### src/rtl/pwm_timer_pkg.sv
// Shared register map, bit positions and byte-strobe merge helper for the
// 4-channel PWM timer; firmware headers mirror these values.
package pwm_timer_pkg;

  localparam logic [4:0] PWM_CTRL   = 5'h00;
  localparam logic [4:0] PWM_PRESC  = 5'h04;
  localparam logic [4:0] PWM_PERIOD = 5'h08;
  localparam logic [4:0] PWM_STATUS = 5'h0C;
  localparam logic [4:0] PWM_CMP0   = 5'h10;
  localparam logic [4:0] PWM_CMP1   = 5'h14;
  localparam logic [4:0] PWM_CMP2   = 5'h18;
  localparam logic [4:0] PWM_CMP3   = 5'h1C;

  localparam int CTRL_EN_BIT     = 0;
  localparam int CTRL_IRQ_EN_BIT = 1;
  localparam int STATUS_FLAG_BIT = 0;
  localparam int NUM_CH          = 4;

  // Merge new write data into an old register image, one byte per strobe bit.
  function automatic logic [31:0] apply_wstrb(input logic [31:0] old_v,
                                              input logic [31:0] new_v,
                                              input logic [3:0]  strb);
    logic [31:0] res;
    res = old_v;
    for (int b = 0; b < 4; b++) begin
      res[8*b +: 8] = strb[b] ? new_v[8*b +: 8] : old_v[8*b +: 8];
    end
    return res;
  endfunction

endpackage

### src/rtl/pwm_channel.sv
// One PWM compare channel: byte-strobed compare shadow, active copy reloaded
// at period wrap (or continuously while disabled) and a registered output.
module pwm_channel
  import pwm_timer_pkg::*;
#(
  parameter int CNT_WIDTH = 16
) (
  input  logic                 clk,
  input  logic                 reset_n,
  input  logic                 en,
  input  logic                 wr,
  input  logic [3:0]           wstrb,
  input  logic [31:0]          data_i,
  input  logic                 wrap,
  input  logic [CNT_WIDTH-1:0] cnt,
  output logic [CNT_WIDTH-1:0] cmp_sh,
  output logic                 pwm
);

  logic [CNT_WIDTH-1:0] cmp_sh_r;
  logic [CNT_WIDTH-1:0] cmp_act_r;
  logic                 pwm_r;

  // Shadow write, glitch-free reload of the active compare and output compare.
  always_ff @(posedge clk or negedge reset_n) begin
    if (!reset_n) begin
      cmp_sh_r  <= {CNT_WIDTH{1'b0}};
      cmp_act_r <= {CNT_WIDTH{1'b0}};
      pwm_r     <= 1'b0;
    end else begin
      if (wr) begin
        cmp_sh_r <= CNT_WIDTH'(apply_wstrb(32'(cmp_sh_r), data_i, wstrb));
      end
      if (!en || wrap) begin
        cmp_act_r <= cmp_sh_r;
      end
      pwm_r <= en & (cnt < cmp_act_r);
    end
  end

  assign cmp_sh = cmp_sh_r;
  assign pwm    = pwm_r;

endmodule

### src/rtl/pwm_timer.sv
// Memory-mapped 4-channel PWM timer: bus slave decode, prescaler, period
// counter, period flag/interrupt and read-back mux.
module pwm_timer
  import pwm_timer_pkg::*;
#(
  parameter int CNT_WIDTH = 16
) (
  input  logic        clk,
  input  logic        reset_n,
  input  logic        select,
  input  logic [3:0]  wstrb,
  input  logic [4:0]  addr,
  input  logic [31:0] data_i,
  output logic        ready,
  output logic [31:0] data_o,
  output logic [3:0]  pwm_out,
  output logic        irq
);

  logic                 ready_r;
  logic [31:0]          data_o_r;
  logic                 en_r;
  logic                 irq_en_r;
  logic                 flag_r;
  logic [CNT_WIDTH-1:0] presc_r;
  logic [CNT_WIDTH-1:0] period_sh_r;
  logic [CNT_WIDTH-1:0] period_act_r;
  logic [CNT_WIDTH-1:0] pre_cnt_r;
  logic [CNT_WIDTH-1:0] cnt_r;

  logic                 access_s;
  logic                 wr_s;
  logic                 rd_s;
  logic                 tick_s;
  logic                 wrap_s;
  logic [4:0]           word_addr_s;
  logic [3:0]           cmp_wr_s;
  logic [31:0]          ctrl_w_s;
  logic [31:0]          rdata_s;
  logic [3:0]           pwm_s;
  logic [CNT_WIDTH-1:0] cmp_sh_s [NUM_CH];
  logic                 unused_s;

  // Byte lanes within a word are not decoded.
  assign unused_s = ^addr[1:0];

  // Access qualification, register decode and timebase events.
  always_comb begin
    access_s    = select & ~ready_r;
    wr_s        = access_s & (wstrb != 4'h0);
    rd_s        = access_s & (wstrb == 4'h0);
    word_addr_s = {addr[4:2], 2'b00};
    tick_s      = en_r & (pre_cnt_r == presc_r);
    wrap_s      = tick_s & (cnt_r == period_act_r);
    ctrl_w_s    = apply_wstrb(32'({irq_en_r, en_r}), data_i, wstrb);
    cmp_wr_s    = 4'h0;
    for (int i = 0; i < NUM_CH; i++) begin
      cmp_wr_s[i] = wr_s & (word_addr_s == (PWM_CMP0 + 5'(4 * i)));
    end
  end

  // Read-back mux; unused bits read as zero.
  always_comb begin
    rdata_s = 32'h0;
    case (word_addr_s)
      PWM_CTRL:   rdata_s = {30'h0, irq_en_r, en_r};
      PWM_PRESC:  rdata_s = 32'(presc_r);
      PWM_PERIOD: rdata_s = 32'(period_sh_r);
      PWM_STATUS: rdata_s = {16'(cnt_r), 15'h0, flag_r};
      PWM_CMP0:   rdata_s = 32'(cmp_sh_s[0]);
      PWM_CMP1:   rdata_s = 32'(cmp_sh_s[1]);
      PWM_CMP2:   rdata_s = 32'(cmp_sh_s[2]);
      PWM_CMP3:   rdata_s = 32'(cmp_sh_s[3]);
      default:    rdata_s = 32'h0;
    endcase
  end

  // Bus handshake: one-cycle ready pulse with registered read data.
  always_ff @(posedge clk or negedge reset_n) begin
    if (!reset_n) begin
      ready_r  <= 1'b0;
      data_o_r <= 32'h0;
    end else begin
      ready_r  <= select & ~ready_r;
      data_o_r <= rd_s ? rdata_s : 32'h0;
    end
  end

  // Control, prescaler and period shadow registers.
  always_ff @(posedge clk or negedge reset_n) begin
    if (!reset_n) begin
      en_r        <= 1'b0;
      irq_en_r    <= 1'b0;
      presc_r     <= {CNT_WIDTH{1'b0}};
      period_sh_r <= {CNT_WIDTH{1'b0}};
    end else if (wr_s) begin
      if (word_addr_s == PWM_CTRL) begin
        en_r     <= ctrl_w_s[CTRL_EN_BIT];
        irq_en_r <= ctrl_w_s[CTRL_IRQ_EN_BIT];
      end
      if (word_addr_s == PWM_PRESC) begin
        presc_r <= CNT_WIDTH'(apply_wstrb(32'(presc_r), data_i, wstrb));
      end
      if (word_addr_s == PWM_PERIOD) begin
        period_sh_r <= CNT_WIDTH'(apply_wstrb(32'(period_sh_r), data_i, wstrb));
      end
    end
  end

  // Prescaler and period counter; the active period follows the shadow while idle.
  always_ff @(posedge clk or negedge reset_n) begin
    if (!reset_n) begin
      pre_cnt_r    <= {CNT_WIDTH{1'b0}};
      cnt_r        <= {CNT_WIDTH{1'b0}};
      period_act_r <= {CNT_WIDTH{1'b0}};
    end else if (!en_r) begin
      pre_cnt_r    <= {CNT_WIDTH{1'b0}};
      cnt_r        <= {CNT_WIDTH{1'b0}};
      period_act_r <= period_sh_r;
    end else begin
      pre_cnt_r <= tick_s ? {CNT_WIDTH{1'b0}} : pre_cnt_r + CNT_WIDTH'(1);
      if (wrap_s) begin
        cnt_r        <= {CNT_WIDTH{1'b0}};
        period_act_r <= period_sh_r;
      end else if (tick_s) begin
        cnt_r <= cnt_r + CNT_WIDTH'(1);
      end
    end
  end

  // Period flag: a wrap takes priority over a simultaneous write-1-to-clear.
  always_ff @(posedge clk or negedge reset_n) begin
    if (!reset_n) begin
      flag_r <= 1'b0;
    end else if (wrap_s) begin
      flag_r <= 1'b1;
    end else if (wr_s && (word_addr_s == PWM_STATUS) && wstrb[0] && data_i[STATUS_FLAG_BIT]) begin
      flag_r <= 1'b0;
    end
  end

  for (genvar g = 0; g < NUM_CH; g++) begin : g_ch
    pwm_channel #(.CNT_WIDTH(CNT_WIDTH)) u_ch (
      .clk    (clk),
      .reset_n(reset_n),
      .en     (en_r),
      .wr     (cmp_wr_s[g]),
      .wstrb  (wstrb),
      .data_i (data_i),
      .wrap   (wrap_s),
      .cnt    (cnt_r),
      .cmp_sh (cmp_sh_s[g]),
      .pwm    (pwm_s[g])
    );
  end

  assign ready   = ready_r;
  assign data_o  = data_o_r;
  assign pwm_out = pwm_s;
  assign irq     = flag_r & irq_en_r;

endmodule
### config.mk
export PLATFORM = sky130hd
export DESIGN_NAME = pwm_timer
export DESIGN_NICKNAME = d
export VERILOG_FILES = /design/src/rtl/pwm_timer_pkg.sv /design/src/rtl/pwm_channel.sv /design/src/rtl/pwm_timer.sv
export SDC_FILE = /design/constraint.sdc
export NUM_CORES = 1
export LEC_CHECK = 0
export CAP_MARGIN = 5
export CORE_MARGIN = 3
export CORE_UTILIZATION = 44
export CTS_CLUSTER_SIZE = 16
export DETAILED_ROUTE_END_ITERATION = 10
export PLACE_DENSITY_LB_ADDON = 0.15
export SLEW_MARGIN = 0
export SYNTH_ARGS = -nofsm -noshare
export SYNTH_HDL_FRONTEND = slang
export SYNTH_SLANG_ARGS = --single-unit
### constraint.sdc
create_clock -name clk -period 2.5 [get_ports clk]
set_input_delay 0.375 -clock clk [delete_from_list [all_inputs] [get_ports clk]]
set_output_delay 0.375 -clock clk [all_outputs]
set_load 0.05 [all_outputs]
==> impl_results.md <==
- DRC errors left: 0
- Sequential element share of the synthesized area: 0.506
- Vias/cell: 5.33
- Worst-Margin Slew: 0.569 ns
- Root Buffer: clkbuf_16
- Post-synthesis cell count: 992
- Final wirelength: 29800 um
- Async SR Flop Fraction: 1.00
- Die Span Y: 173 um
- Setup_tns: 0 ns
- Die Width: 173 um
- Largest net degree at the start of global routing: 78
- Startpoint types: flop
- Final period util: 0.928
- Syn Nets: 1098
- Ant. Diodes: 0
- CTS tree: yes
- Min Tclk post-route: 2.32 ns
- Share of cells above drive strength 1: 0.264
- Number of synthesized register bits: 248
- DR pass1 iterations: 5
- WL per Instance: 20.0 um
- Worst-path fanout max: 14
- Setup slack, reg-to-reg: 0.18 ns
- H-tree levels: 1
- Worst Hold Class: primary input to async pin
- Reg clk slew, reported paths: 0.06 ns
- Final setup violating endpoints: 0
- Starting density of the core: 0.452
- Worst reg2reg path depth: 8
- # clock sinks: 248
- Area share of the largest cell type after synthesis: 0.506
- Most common cell after layout, fill and taps aside: dfrtp_1
- Initial antenna violation count: 0
- Worst Path Required: 2.92 ns
- Total track usage: 0.199
- Area Overhead vs Synth: 19.6%
- CP Capture Type: flop
- CTS Buf Count: 28
- Max Cap Viol: 0
- Ys flop type: dfrtp_1
- Antenna-violating nets left: 0
- First-pass GRT wire length: 47300 um
- Worst skew pair latency: 0.54 ns
- Nets@finish: 1206
- IO buf count: 63
- Synthesized area per cell: 12.4 sq um
- Worst Clk Skew: 0.0172 ns
- Max transition margin: 0.617
- Highest clock rate: 431 MHz
- Static Leakage: 7.02 nW
- Fin. max-slew vios: 0
- Postcts setup bufs: 0
- Total number of vias: 7950
- I/O pin count: 82
- Gr ovfl total: 0
- R2r endpoint: g_ch[2].u_ch.cmp_act_r[15]
- Most frequent cells in the layout: dfrtp_1, mux2_2, mux2_4
- Mapped cell area: 12300 sq um
- DR iter-0 viols: 648
- Yosys top cell by area: dfrtp_1
- Post-synth EDFFs: 0
- CP Class: flop to flop
- Reg-to-reg startpoint: period_act_r[15]
- GP Congestion: 0.867
- Dpl ws: 0.0946 ns
- Total core area: 27200 sq um
- Vias in the first global route: 7995
- Row cnt: 60
- PwrDens: 890 nW/um^2
- Die area: 29900 sq um
- Run status: finished, final reports clean
- Maximum vdd drop: 0.487 mV
- Area contributors post-synth: dfrtp_1, mux2_4, mux2_2
- Synth warn: 0
- Post-synthesis cell type count: 41
- Hpwl dp: 21900 um
- RSZ-0062 raised after global routing: false
- CTS Buffer Depth: 3
- Final Hold Viols: 0
- Arrival time worst endpoint: 2.74 ns
- PnR worst setup slack: 0.180 ns
[metrics by stage]
step	cells	power [mW]	instance area (sq um)	hold slack, ns	util
after floorplan	992	7.72	12300	0.0794	-
after global placement	1441	8.64	13600	0.333	0.502
after detailed placement	1441	8.74	13600	0.333	0.502
after CTS	1492	13.2	14700	0.354	0.539
after global routing	1492	13.7	14700	0.385	0.540
final	1492	13.1	14700	0.345	0.540
[repair_timing]
action / CTS / global route
hold endpoints to repair: 50 / 0
endpoints found under the setup margin: 0 / 79
hold buffers: 1 / 0
gates resized for setup: 0 / 4
[registers in the layout, summed over array words and instances (netlist names), 4 cells and up]
register and count:
g_ch.u_ch.cmp_act_r 64, data_o 32, period_sh_r 16, cnt_r 16, presc_r 16, period_act_r 16, g_ch.u_ch.pwm 4, pre_cnt_r 16
g_ch.u_ch.cmp_sh 64
[cell usage after synthesis (5+ instances only)]
| cell type | n |
|---|---|
| dfrtp_1 | 248 |
| mux2_2 | 99 |
| mux2_4 | 79 |
| ha_1 | 62 |
| inv_1 | 62 |
| a22oi_1 | 58 |
| nand2_1 | 44 |
| nor2_1 | 42 |
| clkbuf_1 | 34 |
| xor2_1 | 25 |
| xnor2_1 | 22 |
| a21oi_1 | 21 |
| a21o_1 | 20 |
| and2_1 | 20 |
| a31oi_1 | 18 |
| and3_1 | 18 |
| nand3_1 | 18 |
| nand4_1 | 16 |
| o21ai_0 | 12 |
| nor3_1 | 9 |
| o31ai_1 | 9 |
| buf_8 | 8 |
| nor4_1 | 7 |
| nand2b_1 | 6 |
| nand3b_1 | 5 |
[per-layer routing]
layer	GRT usage	vias to the layer above	part of all wire	routed length, um
li1	-	3756	-	-
met1	0.306	3940	0.50	14900
met2	0.287	208	0.42	12400
met3	0.0345	46	0.054	1600
met4	0.0598	0	0.028	847
met5	0	-	0	0
[worst max path at each step]
| stage | startpoint | end | slack [ns] | cells after the start |
|---|---|---|---|---|
| 3_3_place_gp | pre_cnt_r[9] | cnt_r[12] | 0.10 | 7 |
| 6_report | period_act_r[15] | g_ch[2].u_ch.cmp_act_r[15] | 0.18 | 8 |
| 3_5_place_dp | pre_cnt_r[9] | g_ch[2].u_ch.cmp_act_r[15] | 0.09 | 7 |
| 4_1_cts | pre_cnt_r[9] | g_ch[2].u_ch.cmp_act_r[15] | 0.08 | 7 |
| 2_1_floorplan | cnt_r[12] | g_ch[0].u_ch.cmp_act_r[0] | 0.12 | 8 |
| 5_1_grt | pre_cnt_r[9] | cnt_r[12] | 0.03 | 7 |
[report_power, final]
group	leakage [nW]	internal (mW)	total, mW	switching (mW)
sequential	3.20	4.91	5.77	0.861
combinational	3.32	1.68	2.91	1.24
clock	0.502	2.77	4.39	1.61
total	7.02	9.36	13.1	3.71
[worst max-delay path, stage by stage, from the launching register on]
cell,delay [ns]
dfrtp_1,0.43
xor2_1,0.20
nor4_1,0.33
buf_4,0.18
nand4_2,0.17
o21ai_4,0.24
buf_12,0.18
buf_12,0.17
mux2_4,0.31
[area by class of cell]
cell class / instances / area [sq um]
fill: 2397 / 12500
sequential: 248 / 6210
multi-input combinational: 634 / 5570
timing repair buffer: 126 / 1200
clock buffer: 41 / 861
tap: 372 / 465
inverter: 62 / 233
clock inverter: 9 / 145
[cell families (layout without fill, tap and decap cells)]
logic type                 count (synthesis)  count (layout)  synth area share
adders and majority gates                 62              62            0.0632
muxes                                    180             180             0.190
xor gates and xnor gates                  47              47            0.0335
buffers and inverters                    110             238            0.0424
DFF                                      248             248             0.506
AOI/OAI and AO/OA                        147             147            0.0823
and+or+nand+nor                          198             198            0.0828
No activity file was read; power rests on OpenSTA's default activity.
